## src/rtl/serial_add_ctrl_pkg.sv

```systemverilog
// Shared definitions for the serial adder controller: FSM encoding, slice width
// and the digit-counter width helper.
package serial_add_ctrl_pkg;

    localparam int DIGIT_W = 2;

    typedef enum logic [1:0] {
        ST_IDLE = 2'd0,
        ST_RUN  = 2'd1,
        ST_DONE = 2'd2
    } state_t;

    // Digit counter needs clog2(digits) bits, but never fewer than one.
    function automatic int cntWidth(input int width);
        int digits;
        digits = width / DIGIT_W;
        return (digits > 1) ? $clog2(digits) : 1;
    endfunction

endpackage

```

## src/rtl/serial_add_ctrl_slice.sv

```systemverilog
// Shared 2-bit adder slice with carry-in; purely combinational, y = a + b + cin.
module add2_slice (
    input  logic [1:0] i_a,
    input  logic [1:0] i_b,
    input  logic       i_cin,
    output logic [2:0] o_y
);

    assign o_y = {1'b0, i_a} + {1'b0, i_b} + {2'b00, i_cin};

endmodule

```

## src/rtl/serial_add_ctrl.sv

```systemverilog
// Sequencer that adds two WIDTH-bit operands two bits per cycle through a single
// shared add2_slice, with start/done handshake and synchronous abort.
module serial_add_ctrl #(
    parameter int WIDTH   = 8,
    parameter int DIGIT_W = 2
) (
    input  logic             clk,
    input  logic             rst_n,
    input  logic             i_start,
    input  logic             i_abort,
    input  logic [WIDTH-1:0] i_a,
    input  logic [WIDTH-1:0] i_b,
    output logic             o_busy,
    output logic             o_done,
    output logic [WIDTH:0]   o_sum
);
    import serial_add_ctrl_pkg::*;

    localparam int            NDIG     = WIDTH / serial_add_ctrl_pkg::DIGIT_W;
    localparam int            CW       = cntWidth(WIDTH);
    localparam logic [CW-1:0] LAST_CNT = CW'(NDIG - 1);

    generate
        if (DIGIT_W != serial_add_ctrl_pkg::DIGIT_W || WIDTH < 2 || (WIDTH % 2) != 0) begin : g_cfgError
            $error("serial_add_ctrl: DIGIT_W must be 2 and WIDTH must be even and >= 2");
        end
    endgenerate

    state_t           r_state;
    logic [WIDTH-1:0] r_a;
    logic [WIDTH-1:0] r_b;
    logic [CW-1:0]    r_cnt;
    logic             r_carry;
    logic [WIDTH:0]   r_sum;
    logic             r_busy;
    logic             r_done;

    logic [2:0]       w_y;
    logic [WIDTH:0]   w_sumNext;

    add2_slice u_slice (
        .i_a   (r_a[1:0]),
        .i_b   (r_b[1:0]),
        .i_cin (r_carry),
        .o_y   (w_y)
    );

    // Drop the current slice result into the digit selected by the counter;
    // the final digit also deposits the carry-out as the sum MSB.
    always_comb begin
        w_sumNext = r_sum;
        for (int i = 0; i < NDIG; i++) begin
            if (r_cnt == CW'(i)) begin
                w_sumNext[2*i +: 2] = w_y[1:0];
            end
        end
        if (r_cnt == LAST_CNT) begin
            w_sumNext[WIDTH] = w_y[2];
        end
    end

    always_ff @(posedge clk or negedge rst_n) begin
        if (!rst_n) begin
            r_state <= ST_IDLE;
            r_a     <= '0;
            r_b     <= '0;
            r_cnt   <= '0;
            r_carry <= 1'b0;
            r_sum   <= '0;
            r_busy  <= 1'b0;
            r_done  <= 1'b0;
        end else begin
            case (r_state)
                ST_IDLE: begin
                    r_done <= 1'b0;
                    if (i_start) begin
                        r_a     <= i_a;
                        r_b     <= i_b;
                        r_cnt   <= '0;
                        r_carry <= 1'b0;
                        r_sum   <= '0;
                        r_busy  <= 1'b1;
                        r_state <= ST_RUN;
                    end
                end
                ST_RUN: begin
                    // Abort wins even on the last digit, so no done pulse escapes.
                    if (i_abort) begin
                        r_a     <= '0;
                        r_b     <= '0;
                        r_cnt   <= '0;
                        r_carry <= 1'b0;
                        r_sum   <= '0;
                        r_busy  <= 1'b0;
                        r_state <= ST_IDLE;
                    end else begin
                        r_sum   <= w_sumNext;
                        r_carry <= w_y[2];
                        r_a     <= r_a >> DIGIT_W;
                        r_b     <= r_b >> DIGIT_W;
                        r_cnt   <= r_cnt + 1'b1;
                        if (r_cnt == LAST_CNT) begin
                            r_done  <= 1'b1;
                            r_state <= ST_DONE;
                        end
                    end
                end
                ST_DONE: begin
                    r_done  <= 1'b0;
                    r_busy  <= 1'b0;
                    r_state <= ST_IDLE;
                end
                default: begin
                    r_done  <= 1'b0;
                    r_busy  <= 1'b0;
                    r_state <= ST_IDLE;
                end
            endcase
        end
    end

    assign o_busy = r_busy;
    assign o_done = r_done;
    assign o_sum  = r_sum;

endmodule

```

## config.mk

```make
export PLATFORM = sky130hd
export DESIGN_NAME = serial_add_ctrl
export DESIGN_NICKNAME = d
export VERILOG_FILES = /design/src/rtl/serial_add_ctrl_pkg.sv /design/src/rtl/serial_add_ctrl_slice.sv /design/src/rtl/serial_add_ctrl.sv
export SDC_FILE = /design/constraint.sdc
export NUM_CORES = 1
export LEC_CHECK = 0
export ABC_AREA = 0
export CORE_ASPECT_RATIO = 1.4
export CORE_MARGIN = 8
export CORE_UTILIZATION = 25
export DETAILED_ROUTE_END_ITERATION = 10
export PLACE_DENSITY_LB_ADDON = 0.3
export SYNTH_ARGS = -nofsm -noshare
export SYNTH_HDL_FRONTEND = slang
export SYNTH_SLANG_ARGS = --single-unit
```

## constraint.sdc

```tcl
create_clock -name clk -period 1.82 [get_ports clk]
set_clock_uncertainty 0.1 [all_clocks]
set_input_delay 0.273 -clock clk [delete_from_list [all_inputs] [get_ports clk]]
set_output_delay 0.273 -clock clk [all_outputs]
set_load 0.05 [all_outputs]
```

==> impl_metrics.py, run 1 <==
metrics = {
    "power_and_ir_drop": {
        "power_mw": 2.224,
        "p_switching_uw": 713.3,
        "powerDensity_nw_per_um2": 1066,
        "internal_power_mw": 1.511,
        "p_clk_share_pct": 30.5,
        "comb_power_share_pct": 28.6,
        "switching_share_pct": 32.07,
        "ir_drop_mv": 0.5002,
        "seqPwrFrac_pct": 40.9,
        "p_leak_nw": 0.9245,
    },
    "layout": {
        "n_antenna_cell": 0,
        "stdcell_count": 252,
        "multi_input_area_um2": 713.2,
        "final_core_util_pct": 33.81,
        "seqCellArea_um2": 800.8,
        "fillCellCount": 627,
        "syn2layout_area_growth_pct": 31.99,
        "final_layout_size_suffix_gt1_share_pct": 26.67,
        "nets": 205,
    },
    "clock_tree": {
        "cts.htree.levels": 2,
        "tritoncts": "built",
        "cts-root-buf": "clkbuf_8",
        "clkTransAtPathRegs_ps": 70,
        "cts_buffers": 5,
        "clock_path_buffers": 2,
        "worstSkewPairLatency_ps": 290,
        "cts.sinks": 32,
    },
    "yosys": {
        "netlist_area_um2": 1580,
        "async_reset_ff_share_pct": 100.0,
        "synth.avg_cell_area_um2": 11.13,
        "synth_top_cell_by_area": "dfrtp_1",
        "synth-seq-cells": 32,
        "syn_nets": 168,
        "yosysSeqAreaShare_pct": 50.67,
        "yosys-top-cells-area": "dfrtp_1, and4bb_2, a22o_1",
        "synth_ff_type": "dfrtp_1",
        "postSynthCellCount": 142,
        "netlist.area_leader.share_pct": 50.67,
        "yosysWarningCount": 0,
        "synth_cell_types": 31,
        "synth_edf_count": 0,
    },
    "worst_setup_path": {
        "required_ps": 1950,
        "max_stage_delay_ps": 430,
        "cp-start-kind": "register",
        "slowest_stage": "fa_1",
        "cp_max_fo": 3,
        "crit_path_end_kind": "register",
        "critical_path_arrival_ps": 1980,
        "criticalPathCategory": "register to register",
        "path_cells": "fa_2 -> inv_2 -> fa_1 -> nor3_2 -> a22o_1",
    },
    "sta": {
        "setup_viol": 3,
        "finalCritPeriodShare_pct": 101.6,
        "fin_hold_ws_ps": 291.8,
        "period_needed_ps": 1849,
        "rsz0062_at_grt": "yes",
        "fmax_ghz": 0.5407,
        "hold_violations": 0,
        "worstMarginPinSlew_ps": 518.7,
        "final.setup.worst_slack_ps": -29.43,
        "slew-limit-headroom_pct": 65.42,
        "drv_slew": 0,
    },
    "floorplanning": {
        "die_h_um": 110.1,
        "core-area_um2": 6168,
        "pin_count": 31,
        "rows": 34,
        "die_w_um": 83.20,
        "start_util_pct": 25.62,
        "die_area_um2": 9157,
    },
    "outcome": {
        "status": "finished with violations",
        "violations": "setup timing",
    },
    "route": {
        "vias": 1179,
        "detail_route.vias_per_cell": 4.679,
        "drt-initial-drc-count": 36,
        "post-route-drc-count": 0,
        "first_pass_iters": 4,
        "wl_per_cell_um": 14.69,
        "wl_mm": 3.703,
        "final_antenna_net_count": 0,
    },
    "run": {
        "maxCapViolations": 0,
    },
    "grt": {
        "met2_usage_pct": 13.70,
        "use_met3_pct": 2.868,
        "grt_use_met1_pct": 9.567,
        "grt_max_degree": 33,
        "overflow": 0,
        "grt_pass1_vias": 1264,
        "grt.busiest_layer": "met2",
        "grt_pass1_wl_mm": 6.058,
        "grt_usage_pct": 8.311,
        "antenna_found_initial": 0,
    },
    "placement": {
        "dp_hpwl_mm": 2.748,
        "io_buffer_count": 30,
        "place_inst": 242,
        "pre_cts_ws_ps": -83.41,
        "place_congestion": 0.7009,
    },
    "hold_path": {
        "hold_class": "input port to async pin",
    },
}
==> through the flow <==
stage / TNS [ps] / area (µm²)
final: -39.90 / 2086
after global placement: -177.4 / 1957
after floorplan: 0 / 1585
after CTS: -184.0 / 2071
after detailed placement: -202.7 / 1957
after global routing: -272.2 / 2086
==> logic make-up (layout without fill, tap and decap cells) <==
| group | count (synthesis) | in the layout | synth area share [%] |
|---|---|---|---|
| AND/OR/NAND/NOR | 38 | 38 | 18.05 |
| flip-flops | 32 | 32 | 50.67 |
| adder cells (fa/ha/maj) | 6 | 6 | 5.701 |
| AO/OA/AOI/OAI | 49 | 49 | 20.67 |
| buffers and inverters | 17 | 55 | 4.909 |
==> final timing paths <==
kind / to / depth (start not counted) / slack, ps / from
hold / removal: r_state[1]$_DFFE_PN0P_ / 2 / 290 / rst_n
hold reg to reg: r_b[4]$_DFFE_PN0P_ / 2 / 380 / r_b[4]$_DFFE_PN0P_
setup reg to reg: o_sum[5]$_DFFE_PN0P_ / 5 / -30 / r_carry$_DFFE_PN0P_
max in group asynchronous: o_sum[8]$_DFFE_PN0P_ / 2 / 1020 / rst_n
setup / recovery: o_sum[5]$_DFFE_PN0P_ / 5 / -30 / r_carry$_DFFE_PN0P_
min in group clk: r_b[4]$_DFFE_PN0P_ / 2 / 380 / r_b[4]$_DFFE_PN0P_
==> state kept, by name (all words and copies together), names as in the netlist <==
name and flops:
r_state 2, r_cnt 2, o_done 1, r_a 8, o_sum 9, o_busy 1, r_carry 1, r_b 8
==> cells in the final DEF, fill, tap and decap left out, drive strengths merged, types with 3 or more instances in the layout <==
master,instances
a21oi,14
nand2b,3
buf,20
inv,8
a32o,4
nand2,12
clkdlybuf4s50,19
ha,4
and4bb,11
dfrtp,32
clkbuf,5
o21ai,16
a22o,9
nor2,5
==> routing by layer <==
metal,part of all wire (%),wire [µm]
met4,1.4,53
met1,45,1684
met2,48,1773
met5,0,0
met3,5.2,192
==> critical path, delay by kind of cell, from the launching register on <==
family	cells	cell delay, ps
compound gates	1	180
simple gates	1	240
flops	1	400
fa+ha+maj	2	820
buf+inv	1	60
==> cell type report <==
class                      instances  area share (%)
timing repair buffer              39           16.32
multi-input combinational         93           34.19
clock inverter                     3           2.040
clock buffer                       5           3.299
tap                               72           4.319
sequential                        32           38.39
inverter                           8           1.440
==> what timing repair did <==
action,CTS,global route
hold buffers,0,0
hold endpoints to repair,0,0
resized for setup,2,0
buffers inserted,0,2
pin swaps,5,6
setup endpoints to repair,3,3
==> synthesized netlist by cell type (2+ instances only) <==
cell and n:
dfrtp_1 32, a22o_1 9, inv_1 8, nor2_1 5, a21oi_1 14, buf_4 2, a211oi_1 2, a32o_1 4
o21ai_0 14, and4bb_2 11, ha_1 4, clkbuf_1 2, nand2_1 12, nand2b_1 2, fa_1 2, buf_2 4
==> power by group through the flow <==
stage / Clock (mW) / Combinational, mW / Sequential (mW)
3_3_place_gp: 0 / 0.610 / 0.921
6_report: 0.678 / 0.637 / 0.909
2_1_floorplan: 0 / 0.336 / 0.988
4_1_cts: 0.700 / 0.620 / 0.910
3_5_place_dp: 0 / 0.613 / 0.923
5_1_grt: 0.729 / 0.711 / 0.925
No activity file was read; power rests on OpenSTA's default activity.
==> inputs of run 2 (changes only) <==
- CORE_UTILIZATION: 25 -> 45
- GPL_TIMING_DRIVEN: unset -> 0
- REMOVE_ABC_BUFFERS: unset -> 1
==> run 2 against run 1 <==
Net effect:
- the run still ends with setup timing left
- sequential share of layout area grew 1.3 points
- non-clock buffer count shrank 8
- total power is 2.4% lower
- core utilization grew 26 points
- worst setup slack better by 1.7 ps
- design area down 3.2%
- clock-buffer cell count rose by 1
- critical endpoint unchanged
==> impl_metrics.py, run 2 (synthesis gave the netlist of run 1 again) <==
metrics = {
    "route": {
        "final_antenna_net_count": 0,
        "drt-initial-drc-count": 36,
        "post-route-drc-count": 0,
        "first_pass_iters": 4,
        "detail_route.vias_per_cell": 5.632,
        "wl_mm": 3.444,
        "vias": 1194,
        "wl_per_cell_um": 16.25,
    },
    "floorplanning": {
        "rows": 25,
        "die_h_um": 86.12,
        "start_util_pct": 46.78,
        "die_area_um2": 5691,
        "pin_count": 31,
        "die_w_um": 66.09,
        "core-area_um2": 3378,
    },
    "power_and_ir_drop": {
        "ir_drop_mv": 0.8534,
        "p_leak_nw": 0.9480,
        "powerDensity_nw_per_um2": 1076,
    },
    "outcome": {
        "status": "finished with violations",
        "violations": "setup timing",
    },
    "placement": {
        "place_inst": 203,
        "dp_hpwl_mm": 2.415,
        "place_congestion": 0.7765,
        "io_buffer_count": 30,
    },
    "sta": {
        "fin_hold_ws_ps": 380.8,
        "finalCritPeriodShare_pct": 101.5,
        "period_needed_ps": 1848,
        "hold_violations": 0,
        "rsz0062_at_grt": "yes",
        "setup_viol": 1,
        "worstMarginPinSlew_ps": 701.4,
        "slew-limit-headroom_pct": 53.24,
        "final.setup.worst_slack_ps": -27.76,
        "fmax_ghz": 0.5412,
        "drv_slew": 0,
    },
    "hold_path": {
        "hold_end": "r_b[5]$_DFFE_PN0P_",
        "hold_depth": 2,
        "hold_path.startpoint": "r_b[5]$_DFFE_PN0P_",
        "hold_class": "register to register",
    },
    "worst_setup_path": {
        "path_cells": "fa_2 -> inv_2 -> fa_1 -> nor3_4 -> a22o_1",
        "criticalPathCategory": "register to register",
        "slowest_stage": "fa_1",
        "r2r_cells": 5,
        "crit_path_end_kind": "register",
        "r2r_start": "r_carry$_DFFE_PN0P_",
        "max_stage_delay_ps": 460,
        "cp-start-kind": "register",
        "critical_path_arrival_ps": 1970,
        "r2r_slack_ps": -30,
        "cp_max_fo": 3,
        "required_ps": 1940,
        "timing.rr.end": "o_sum[5]$_DFFE_PN0P_",
    },
    "clock_tree": {
        "cts.htree.levels": 2,
        "cts-root-buf": "clkbuf_8",
        "cts_setup_buffers": 0,
        "clkTransAtPathRegs_ps": 70,
        "cts_buffers": 5,
        "cts.sinks": 32,
        "worstSkewPairLatency_ps": 290,
        "tritoncts": "built",
        "clock_path_buffers": 2,
    },
    "layout": {
        "stdcell_count": 212,
        "n_antenna_cell": 0,
        "syn2layout_area_growth_pct": 27.71,
        "fillCellCount": 305,
        "largest_reg_flops": 9,
        "final_layout_size_suffix_gt1_share_pct": 16.86,
        "final_common_cell": "dfrtp_1",
        "nets": 197,
        "final_cell_mix": "dfrtp_1, clkdlybuf4s50_1, o21ai_0, a21oi_1, nand2_1",
    },
    "run": {
        "maxCapViolations": 0,
    },
    "grt": {
        "overflow": 0,
        "grt_pass1_vias": 1315,
        "grt_usage_pct": 13.11,
        "grt_max_degree": 33,
        "grt_pass1_wl_mm": 5.768,
        "antenna_found_initial": 0,
    },
}
==> run 2: cell types whose count changed in the layout (fill, tap and decap cells not counted), sizes merged <==
cell,delta
dlymetal6s2s,+3
clkinvlp,-1
clkdlybuf4s50,-2
dlygate4sd2,+9
buf,-19
dlygate4sd3,+1
clkbuf,+1
==> run 2: through the flow <==
| step | power, mW | area (µm²) | setup TNS, ps | util (%) | setup slack, ps |
|---|---|---|---|---|---|
| global placement | 1.487 | 1883 | -21350 | 55.74 | -850.5 |
| CTS | 2.189 | 2004 | -34.14 | 59.33 | -31.71 |
| detailed placement | 1.508 | 1887 | -12640 | 55.85 | -298.1 |
| finish | 2.171 | 2018 | -27.76 | 59.74 | -27.76 |
| floorplan | 1.293 | 1533 | -3916 | - | -244.9 |
| global route | 2.296 | 2018 | -128.3 | 59.74 | -61.68 |
==> run 2: what timing repair did <==
item                                   CTS  global route
pin swaps                                6             1
endpoints found under the hold margin    0            32
setup endpoints to repair               30            20
hold buffers                             0             1
resized for setup                       14             4
==> run 2: how the worst max path moves through the flow <==
stage,from,end,slack [ps]
after global routing,r_carry$_DFFE_PN0P_,o_sum[5]$_DFFE_PN0P_,-60
final,r_carry$_DFFE_PN0P_,o_sum[5]$_DFFE_PN0P_,-30
after floorplan,r_state[0]$_DFFE_PN0P_,r_a[0]$_DFFE_PN0P_,-240
after global placement,i_start,r_b[4]$_DFFE_PN0P_,-850
after detailed placement,i_start,r_a[4]$_DFFE_PN0P_,-300
after CTS,r_carry$_DFFE_PN0P_,o_sum[5]$_DFFE_PN0P_,-30
==> run 2: cell type report <==
| class | instances | area (µm²) | area share [%] |
|---|---|---|---|
| inverter | 8 | 30.03 | 1.488 |
| sequential | 32 | 802.0 | 39.74 |
| multi-input combinational | 93 | 726.9 | 36.02 |
| clock buffer | 6 | 72.57 | 3.596 |
| timing repair buffer | 31 | 301.5 | 14.94 |
| tap | 40 | 50.05 | 2.480 |
| clock inverter | 2 | 35.03 | 1.736 |
==> run 2: per-layer routing <==
metal	track usage (%)	wire length, µm	vias up
li1	-	-	569
met1	13.39	1429	586
met2	22.11	1740	31
met3	4.172	189	8
met4	8.382	85	0
met5	0	0	-
==> run 2: where the power goes <==
group	internal (mW)	switching (mW)	leakage [nW]
clock	0.406	0.257	0.0552
sequential	0.829	0.0942	0.418
combinational	0.239	0.346	0.475
total	1.47	0.697	0.948
==> run 2: worst max-delay path: cells and delay by family (launching register included) <==
kind	cells	cell delay, ps
adder cells (fa/ha/maj)	2	850
flip-flops	1	410
AND/OR/NAND/NOR	1	190
AO/OA/AOI/OAI	1	180
buffers and inverters	1	60
==> inputs of run 3 (changes only) <==
- GPL_TIMING_DRIVEN: 0 -> unset
==> run 3 against run 2 <==
Net effect:
- the run still ends with setup timing left
- die area stayed put
- routed wire length up 9.0%
- clock power fell by 28%
- combinational power grew 10%
- via count up 3.4%
- first-iteration DRC count rose by 61%
- largest cell class unchanged
- sequential share of layout area fell by 0.11 points
- largest power group unchanged
- critical path type unchanged
- sequential power down 1%
- cell count increased by 2.4%
- total power down 6.1%
- critical path depth unchanged
- design area is 0.12% higher
==> impl_metrics.py, run 3 (synthesis gave the netlist of run 1 again) <==
metrics = {
    "outcome": {
        "violations": "setup timing",
        "status": "finished with violations",
    },
    "clock_tree": {
        "worstSkewPairLatency_ps": 280,
        "cts_buffers": 5,
        "tritoncts": "built",
        "clock_path_buffers": 2,
        "cts_setup_buffers": 0,
        "cts-root-buf": "clkbuf_8",
        "cts.htree.levels": 2,
        "clkTransAtPathRegs_ps": 60,
        "cts.sinks": 32,
    },
    "route": {
        "first_pass_iters": 4,
        "post-route-drc-count": 0,
        "wl_per_cell_um": 17.29,
        "vias": 1234,
        "final_antenna_net_count": 0,
        "detail_route.vias_per_cell": 5.687,
        "drt-initial-drc-count": 58,
        "wl_mm": 3.753,
    },
    "worst_setup_path": {
        "timing.rr.end": "o_sum[3]$_DFFE_PN0P_",
        "cp_max_fo": 3,
        "r2r_start": "r_a[0]$_DFFE_PN0P_",
        "criticalPathCategory": "register to register",
        "critical_path_arrival_ps": 1960,
        "cp-start-kind": "register",
        "crit_path_end_kind": "register",
        "critPathLaunch": "r_a[0]$_DFFE_PN0P_",
        "cp-endpoint": "o_sum[3]$_DFFE_PN0P_",
        "required_ps": 1940,
        "r2r_cells": 5,
        "r2r_slack_ps": -20,
    },
    "layout": {
        "final_common_cell": "dfrtp_1",
        "final_layout_size_suffix_gt1_share_pct": 25.42,
        "nets": 205,
        "n_antenna_cell": 0,
        "largest_reg_flops": 9,
        "stdcell_area_um2": 2021,
        "syn2layout_area_growth_pct": 27.87,
        "final_cell_mix": "dfrtp_1, clkdlybuf4s50_1, buf_4, o21ai_0, a21oi_1",
        "fillCellCount": 298,
        "multi_input_area_um2": 718.2,
        "seqCellArea_um2": 800.8,
        "final_core_util_pct": 59.81,
    },
    "placement": {
        "place_congestion": 0.7837,
        "dp_hpwl_mm": 2.729,
        "postPlaceCellArea_um2": 1936,
        "io_buffer_count": 30,
    },
    "floorplanning": {
        "pin_count": 31,
        "start_util_pct": 46.78,
        "rows": 25,
        "core-area_um2": 3378,
        "die_area_um2": 5691,
        "die_w_um": 66.09,
        "die_h_um": 86.12,
    },
    "sta": {
        "drv_slew": 0,
        "finalCritPeriodShare_pct": 101.1,
        "fmax_ghz": 0.5434,
        "slew-limit-headroom_pct": 69.84,
        "rsz0062_at_grt": "yes",
        "period_needed_ps": 1840,
        "final.setup.worst_slack_ps": -20.31,
        "setup_viol": 3,
        "worstMarginPinSlew_ps": 452.4,
        "hold_violations": 0,
    },
    "grt": {
        "grt_pass1_wl_mm": 6.451,
        "grt_usage_pct": 14.82,
        "antenna_found_initial": 0,
        "overflow": 0,
        "grt_max_degree": 33,
        "grt_pass1_vias": 1365,
    },
    "run": {
        "maxCapViolations": 0,
    },
    "power_and_ir_drop": {
        "p_leak_nw": 0.9082,
        "ir_drop_mv": 0.5422,
        "powerDensity_nw_per_um2": 1008,
    },
    "hold_path": {
        "hold_class": "input port to async pin",
    },
}
==> run 3: per-layer routing <==
layer | GRT usage [%] | share of wire (%) | vias up
met5 | 0 | 0 | -
met2 | 25.46 | 51 | 37
met3 | 5.346 | 6.2 | 11
li1 | - | - | 581
met1 | 15.08 | 40 | 605
met4 | 7.602 | 3.0 | 0
==> run 3: repair_timing <==
item                                    CTS  global route
endpoints found under the setup margin    3             3
gates cloned                              0             0
pin swaps                                 4             4
hold buffers                              0             0
gates resized for setup                   3             2
==> run 3: critical path: stages (launching register included) <==
cell     delay, ps
dfrtp_1        400
fa_2           390
inv_2           60
fa_2           450
nor3_4         220
a22o_1         160
==> run 3: worst min path at each step <==
stage                            start  slack [ps]                      to
floorplan                        rst_n        -120      o_busy$_DFFE_PN0P_
global placement    r_b[2]$_DFFE_PN0P_         360      r_b[2]$_DFFE_PN0P_
detailed placement  r_b[2]$_DFFE_PN0P_         360      r_b[2]$_DFFE_PN0P_
CTS                              rst_n         300      r_b[5]$_DFFE_PN0P_
global route                     rst_n         350      r_b[5]$_DFFE_PN0P_
finish                           rst_n         290  r_state[1]$_DFFE_PN0P_
==> run 3: final cells by class <==
| type | instances | area share, % |
|---|---|---|
| inverter | 8 | 1.486 |
| clock buffer | 5 | 3.406 |
| timing repair buffer | 39 | 17.46 |
| sequential | 32 | 39.63 |
| multi-input combinational | 93 | 35.54 |
| tap | 40 | 2.477 |
==> run 3: where the power goes <==
group | switching, mW | internal (mW) | leakage (nW)
logic | 0.371 | 0.273 | 0.453
registers | 0.0845 | 0.828 | 0.419
clock network | 0.234 | 0.246 | 0.0359
==> run 3: per-stage QoR <==
| stage | worst slack [ps] | instances | setup TNS (ps) | power (mW) | hold slack [ps] |
|---|---|---|---|---|---|
| 3_3_place_gp | -155.6 | 212 | -446.5 | 1.508 | 359.9 |
| 2_1_floorplan | -244.9 | 133 | -3916 | 1.293 | -122.6 |
| 5_1_grt | -81.23 | 217 | -221.0 | 2.167 | 348.6 |
| 4_1_cts | -82.29 | 217 | -226.6 | 2.040 | 297.5 |
| 6_report | -20.31 | 217 | -50.53 | 2.037 | 289.1 |
| 3_5_place_dp | -194.8 | 212 | -656.6 | 1.541 | 363.2 |
